File: src/rtl/vitis_net_p4_pkg.sv
// Shared constants and types for the vitis_net_p4 packet classifier stage.
// Header byte offsets are counted from byte 0 (tdata[7:0]), the first byte on the wire.
package vitis_net_p4_pkg;

    localparam logic [15:0] ETHERTYPE_IPV4 = 16'h0800;
    localparam logic [7:0]  IP_PROTO_TCP   = 8'd6;
    localparam logic [7:0]  IP_PROTO_UDP   = 8'd17;

    localparam int ETH_TYPE_OFF = 12;
    localparam int IP_PROTO_OFF = 23;
    // Bytes of the first beat that the classifier actually looks at.
    localparam int HDR_BYTES    = 24;

    typedef enum logic [1:0] {
        NON_IP   = 2'd0,
        TCP      = 2'd1,
        UDP      = 2'd2,
        IP_OTHER = 2'd3
    } class_t;

endpackage

File: src/rtl/p4_hdr_classify.sv
// Combinational Ethernet/IPv4 header classifier: maps the leading header bytes of a
// packet's first beat to a 2-bit traffic class.
module p4_hdr_classify
    import vitis_net_p4_pkg::*;
(
    input  logic [8*HDR_BYTES-1:0] hdr,
    output class_t                 pkt_class
);

    logic [15:0] ethertype;
    logic [7:0]  protocol;

    always_comb begin
        ethertype = {hdr[ETH_TYPE_OFF*8 +: 8], hdr[(ETH_TYPE_OFF+1)*8 +: 8]};
        protocol  = hdr[IP_PROTO_OFF*8 +: 8];
        // NOTE: every variable written here gets a value before any branch, so no latch is inferred.
        pkt_class = NON_IP;
        if (ethertype == ETHERTYPE_IPV4) begin
            if (protocol == IP_PROTO_TCP) begin
                pkt_class = TCP;
            end else if (protocol == IP_PROTO_UDP) begin
                pkt_class = UDP;
            end else begin
                pkt_class = IP_OTHER;
            end
        end
    end

endmodule

File: src/rtl/vitis_net_p4.sv
// AXI4-Stream classifier stage: forwards packets through a one-beat register slice and
// tags each packet's metadata with the traffic class parsed from its first beat.
module vitis_net_p4
    import vitis_net_p4_pkg::*;
#(
    parameter int TDATA_NUM_BYTES      = 64,
    parameter int USER_META_DATA_WIDTH = 9
) (
    input  logic                              s_axis_aclk,
    input  logic                              s_axis_aresetn,
    input  logic [USER_META_DATA_WIDTH-1:0]   user_metadata_in,
    input  logic                              user_metadata_in_valid,
    output logic [USER_META_DATA_WIDTH-1:0]   user_metadata_out,
    output logic                              user_metadata_out_valid,
    input  logic [8*TDATA_NUM_BYTES-1:0]      s_axis_tdata,
    input  logic [TDATA_NUM_BYTES-1:0]        s_axis_tkeep,
    input  logic                              s_axis_tvalid,
    input  logic                              s_axis_tlast,
    output logic                              s_axis_tready,
    output logic [8*TDATA_NUM_BYTES-1:0]      m_axis_tdata,
    output logic [TDATA_NUM_BYTES-1:0]        m_axis_tkeep,
    output logic                              m_axis_tvalid,
    output logic                              m_axis_tlast,
    input  logic                              m_axis_tready
);

    localparam int DW = 8 * TDATA_NUM_BYTES;
    localparam int MW = USER_META_DATA_WIDTH;

    class_t                  pkt_class;
    logic                    accept;
    logic                    in_pkt;
    logic [MW-1:0]           pkt_meta;
    logic [MW-1:0]           first_meta;
    logic [MW-1:0]           beat_meta;

    logic                    out_valid;
    logic                    out_last;
    logic [DW-1:0]           out_data;
    logic [TDATA_NUM_BYTES-1:0] out_keep;
    logic [MW-1:0]           out_meta;

    p4_hdr_classify u_classify (
        .hdr       (s_axis_tdata[8*HDR_BYTES-1:0]),
        .pkt_class (pkt_class)
    );

    // Ready is forced low during reset so nothing is accepted before the stage is clean.
    assign s_axis_tready = s_axis_aresetn && (!out_valid || m_axis_tready);
    assign accept        = s_axis_tvalid && s_axis_tready;

    always_comb begin
        first_meta      = user_metadata_in_valid ? user_metadata_in : '0;
        first_meta[1:0] = pkt_class;
        beat_meta       = in_pkt ? pkt_meta : first_meta;
    end

    always_ff @(posedge s_axis_aclk or negedge s_axis_aresetn) begin
        if (!s_axis_aresetn) begin
            in_pkt   <= 1'b0;
            pkt_meta <= '0;
        end else if (accept) begin
            // NOTE: state registers use non-blocking assignments so every flop samples pre-edge values.
            in_pkt <= !s_axis_tlast;
            if (!in_pkt) begin
                pkt_meta <= first_meta;
            end
        end
    end

    always_ff @(posedge s_axis_aclk or negedge s_axis_aresetn) begin
        if (!s_axis_aresetn) begin
            // NOTE: the wide data/keep/meta registers are reset too, because every output must read 0 in reset.
            out_valid <= 1'b0;
            out_last  <= 1'b0;
            out_data  <= '0;
            out_keep  <= '0;
            out_meta  <= '0;
        end else if (accept) begin
            out_valid <= 1'b1;
            out_last  <= s_axis_tlast;
            out_data  <= s_axis_tdata;
            out_keep  <= s_axis_tkeep;
            out_meta  <= beat_meta;
        end else if (m_axis_tready) begin
            out_valid <= 1'b0;
        end
    end

    assign m_axis_tvalid           = out_valid;
    assign m_axis_tlast            = out_last;
    assign m_axis_tdata            = out_data;
    assign m_axis_tkeep            = out_keep;
    assign user_metadata_out       = out_meta;
    assign user_metadata_out_valid = out_valid && out_last;

endmodule

File: config.mk
export PLATFORM = sky130hd
export DESIGN_NAME = vitis_net_p4
export DESIGN_NICKNAME = d
export VERILOG_FILES = /design/src/rtl/vitis_net_p4_pkg.sv /design/src/rtl/p4_hdr_classify.sv /design/src/rtl/vitis_net_p4.sv
export SDC_FILE = /design/constraint.sdc
export NUM_CORES = 1
export LEC_CHECK = 0
export CORE_AREA = 2 2 454 456
export CTS_CLUSTER_DIAMETER = 40
export CTS_CLUSTER_SIZE = 16
export DETAILED_ROUTE_END_ITERATION = 16
export DIE_AREA = 0 0 456 458
export HOLD_SLACK_MARGIN = 0.02
export PLACE_DENSITY = 0.38
export SYNTH_ARGS = -nofsm -noshare
export SYNTH_HDL_FRONTEND = slang
export SYNTH_SLANG_ARGS = --single-unit
File: constraint.sdc
create_clock -name s_axis_aclk -period 3.02 [get_ports s_axis_aclk]
set_input_delay 0.302 -clock s_axis_aclk [delete_from_list [all_inputs] [get_ports s_axis_aclk]]
set_output_delay 0.302 -clock s_axis_aclk [all_outputs]
set_load 0.005 [all_outputs]
==> results.txt <==
Leakage -> 16.9 nW
Synthesized area -> 0.0219 mm2
TritonCTS clock tree -> done
HPWL Detailed -> 107 mm
Row cnt -> 166
Post-route cell area -> 0.0426 mm2
Synth Instances -> 1,274
Io pins -> 1,180
CP max stage delay -> 0.61 ns
First-pass GRT wire length -> 171 mm
Post-layout nets -> 3,175
Sequential cell area fraction in the yosys report -> 67.2%
Placed Cells -> 5,117
Slew Limit Fails -> 0
Core area -> 0.204 mm2
CTS sink count -> 588
Post-CTS Resized -> 0
Wire per inst -> 24.1 um
Outcome -> completed
Max Fclk -> 409 MHz
Critical-path cell list -> nand2b_1 -> and2_1 -> clkdlybuf4s50_1
Peak VDD IR -> 0.470 mV
Die area -> 0.209 mm2
First-pass detailed-route iteration total -> 4
Post-CTS Setup Bufs -> 0
Worst Setup End Kind -> primary output
GRT Overall Usage -> 12.2%
Critical path type -> flop to primary output
Crit start category -> flop
Initial antenna violation count -> 88
Max-slew headroom -> 38.5%
Area growth syn-to-layout -> 94.6%
Post-synth cell types -> 22
Setup TNS -> 0 ns
Worst Path Required -> 2.72 ns
YS warnings -> 0
Post-DP Area -> 0.0372 mm2
Die Ht -> 458 um
Slew @ Worst Pin -> 0.922 ns
Ratio of cells with drive above 1 in the final layout -> 32.2%
Yosys top cell area share -> 67.2%
Final period util -> 81.0%
Worst-Skew Late Latency -> 0.77 ns
P per Cell Area -> 790 mW/mm2
Min Tclk post-route -> 2.44 ns
Critical path fanouts, max -> 4
Max clock buf depth -> 3
Clock slew at reported path FFs -> 0.04 ns
CP max-delay cell -> clkdlybuf4s50_1
Number of port buffers -> 1,177
Initial core utilization -> 10.7%
Total number of vias -> 16,768
Net count after synthesis -> 1,865
Remaining global-route overflow -> 0
Worst EP arrival -> 2.14 ns
Antenna-violating nets left -> 0
Die width -> 456 um
Largest net degree at the start of global routing -> 130
DRT Wirelength -> 131 mm
H-tree levels -> 4
Synth area leader -> dfrtp_1
Yosys reg bits -> 588
Skew final -> 0.0546 ns
R2r setup slk -> 1.12 ns
Largest family of logic cells by synthesized area -> multiplexers
Syn_area_per_cell -> 17.2 um2
Drt drc -> 0
Post-synthesis xor/xnor area fraction -> 0%
Count of final setup violators -> 0
Top post-synthesis cells by area -> dfrtp_1, mux2_2, buf_2
Layout Cells excl Fill -> 5,413
CTS Buf Count -> 151
Area share of and/or/nand/nor cells after synthesis -> 0.686%
DRC marker count from the first detailed-route iteration -> 724
Worst hold path type -> input port to flop
RSZ-0062 raised after global routing -> false
Portion of netlist area occupied by mux cells -> 30.0%
# Max-Cap Violations -> 0
Post-synthesis compound-gate area fraction -> 0.194%
Hold Vio Cnt, Final -> 0
Vias in the first global route -> 17,889
Via-per-instance ratio -> 3.10
Final Wtd Congestion -> 0.850
Clk root buf -> clkbuf_16
Synth Area in Adders -> 0%
-- layout make-up --
cell class / instances / area (um2)
Sequential cell: 588 / 14700
Inverter: 7 / 26.3
Antenna cell: 19 / 47.5
Fill cell: 21909 / 161000
Tap cell: 2688 / 3360
Clock buffer: 203 / 4260
Clock inverter: 72 / 1080
Timing Repair Buffer: 1221 / 12400
Multi-Input combinational cell: 615 / 6770
-- Yosys cell counts --
cell,number
nor4b_1,1
nand2b_1,1
nand3_2,1
mux2i_1,7
nor2_1,2
mux2_2,577
nor2b_1,1
buf_4,1
buf_6,12
nor4_1,3
or4_1,1
nand4_1,1
or4bb_1,2
o21ai_0,2
buf_2,51
inv_1,7
nand2_1,9
and2_1,2
dfrtp_1,588
o41ai_1,2
nor3_2,1
o31ai_1,2
-- state kept, by name (all words and copies together), names as in the netlist --
register,flops
m_axis_tkeep,64
pkt_meta,9
m_axis_tlast,1
m_axis_tdata,512
in_pkt,1
m_axis_tvalid,1
-- final timing paths --
check                                         start                end  cells after the start
worst max-delay path                  m_axis_tvalid      s_axis_tready                      3
worst min-delay path            user_metadata_in[2]        pkt_meta[2]                      3
worst max register to register        m_axis_tvalid  m_axis_tdata[103]                      5
worst min register to register     m_axis_tdata[37]   m_axis_tdata[37]                      1
max in group asynchronous            s_axis_aresetn   m_axis_tdata[95]                      4
min in group asynchronous            s_axis_aresetn  m_axis_tdata[116]                      3
-- kinds of logic (layout without fill, tap and decap cells) --
kind of cell | Yosys count | after routing
DFF | 588 | 588
muxes | 584 | 584
buffers and inverters | 71 | 1503
and+or+nand+nor | 25 | 25
AOI/OAI and AO/OA | 6 | 6
other | 0 | 19
-- metal layers --
metal | global-route usage (%) | share of wire, %
met2 | 19.9 | 48
met5 | 0 | 0.31
met4 | 3.43 | 2.1
met3 | 4.95 | 8.5
met1 | 14.7 | 41
-- cells in the final DEF (no fill, tap or decap), drive strengths merged --
| cell | instances |
|---|---|
| or4 | 1 |
| bufinv | 15 |
| inv | 7 |
| nand2b | 1 |
| nand2 | 9 |
| dlygate4sd3 | 2 |
| mux2 | 577 |
| clkinv | 46 |
| clkinvlp | 11 |
| mux2i | 7 |
| nand3 | 1 |
| o31ai | 2 |
| nand4 | 1 |
| o41ai | 2 |
| buf | 43 |
| clkbuf | 203 |
| nor4b | 1 |
| nor4 | 3 |
| nor3 | 1 |
| and2 | 2 |
| diode | 19 |
| or4bb | 2 |
| dfrtp | 588 |
| nor2b | 1 |
| o21ai | 2 |
| clkdlybuf4s50 | 1176 |
| nor2 | 2 |
-- power breakdown --
group          leakage [nW]  internal, mW  total [mW]  switching (mW)
Combinational          7.43          4.25        6.69            2.45
Clock                  2.57          11.2        16.7            5.54
Sequential             6.92          9.35        10.2           0.878
-- critical path: cells and delay by family (launching register included) --
| family | cells | cell delay (ns) |
|---|---|---|
| flops | 1 | 0.39 |
| buf+inv | 1 | 0.61 |
| simple gates | 2 | 0.42 |
-- per-stage QoR --
stage          hold slack (ns)  worst slack (ns)  util, %  power (mW)
3_5_place_dp             0.223             0.525     18.3        17.2
5_1_grt                 0.0552             0.439     20.9        35.2
4_1_cts                 0.0304             0.476     20.9        34.5
2_1_floorplan          0.00641              1.50        -        11.8
3_3_place_gp             0.217             0.528     18.3        17.2
6_report                 0.133             0.575     20.9        33.7
-- timing repair --
item / in CTS / in global routing
hold buffers: 2 / 0
setup endpoints to repair: 0 / 0
hold endpoints to repair: 362 / 0
No activity file was read; power rests on OpenSTA's default activity.
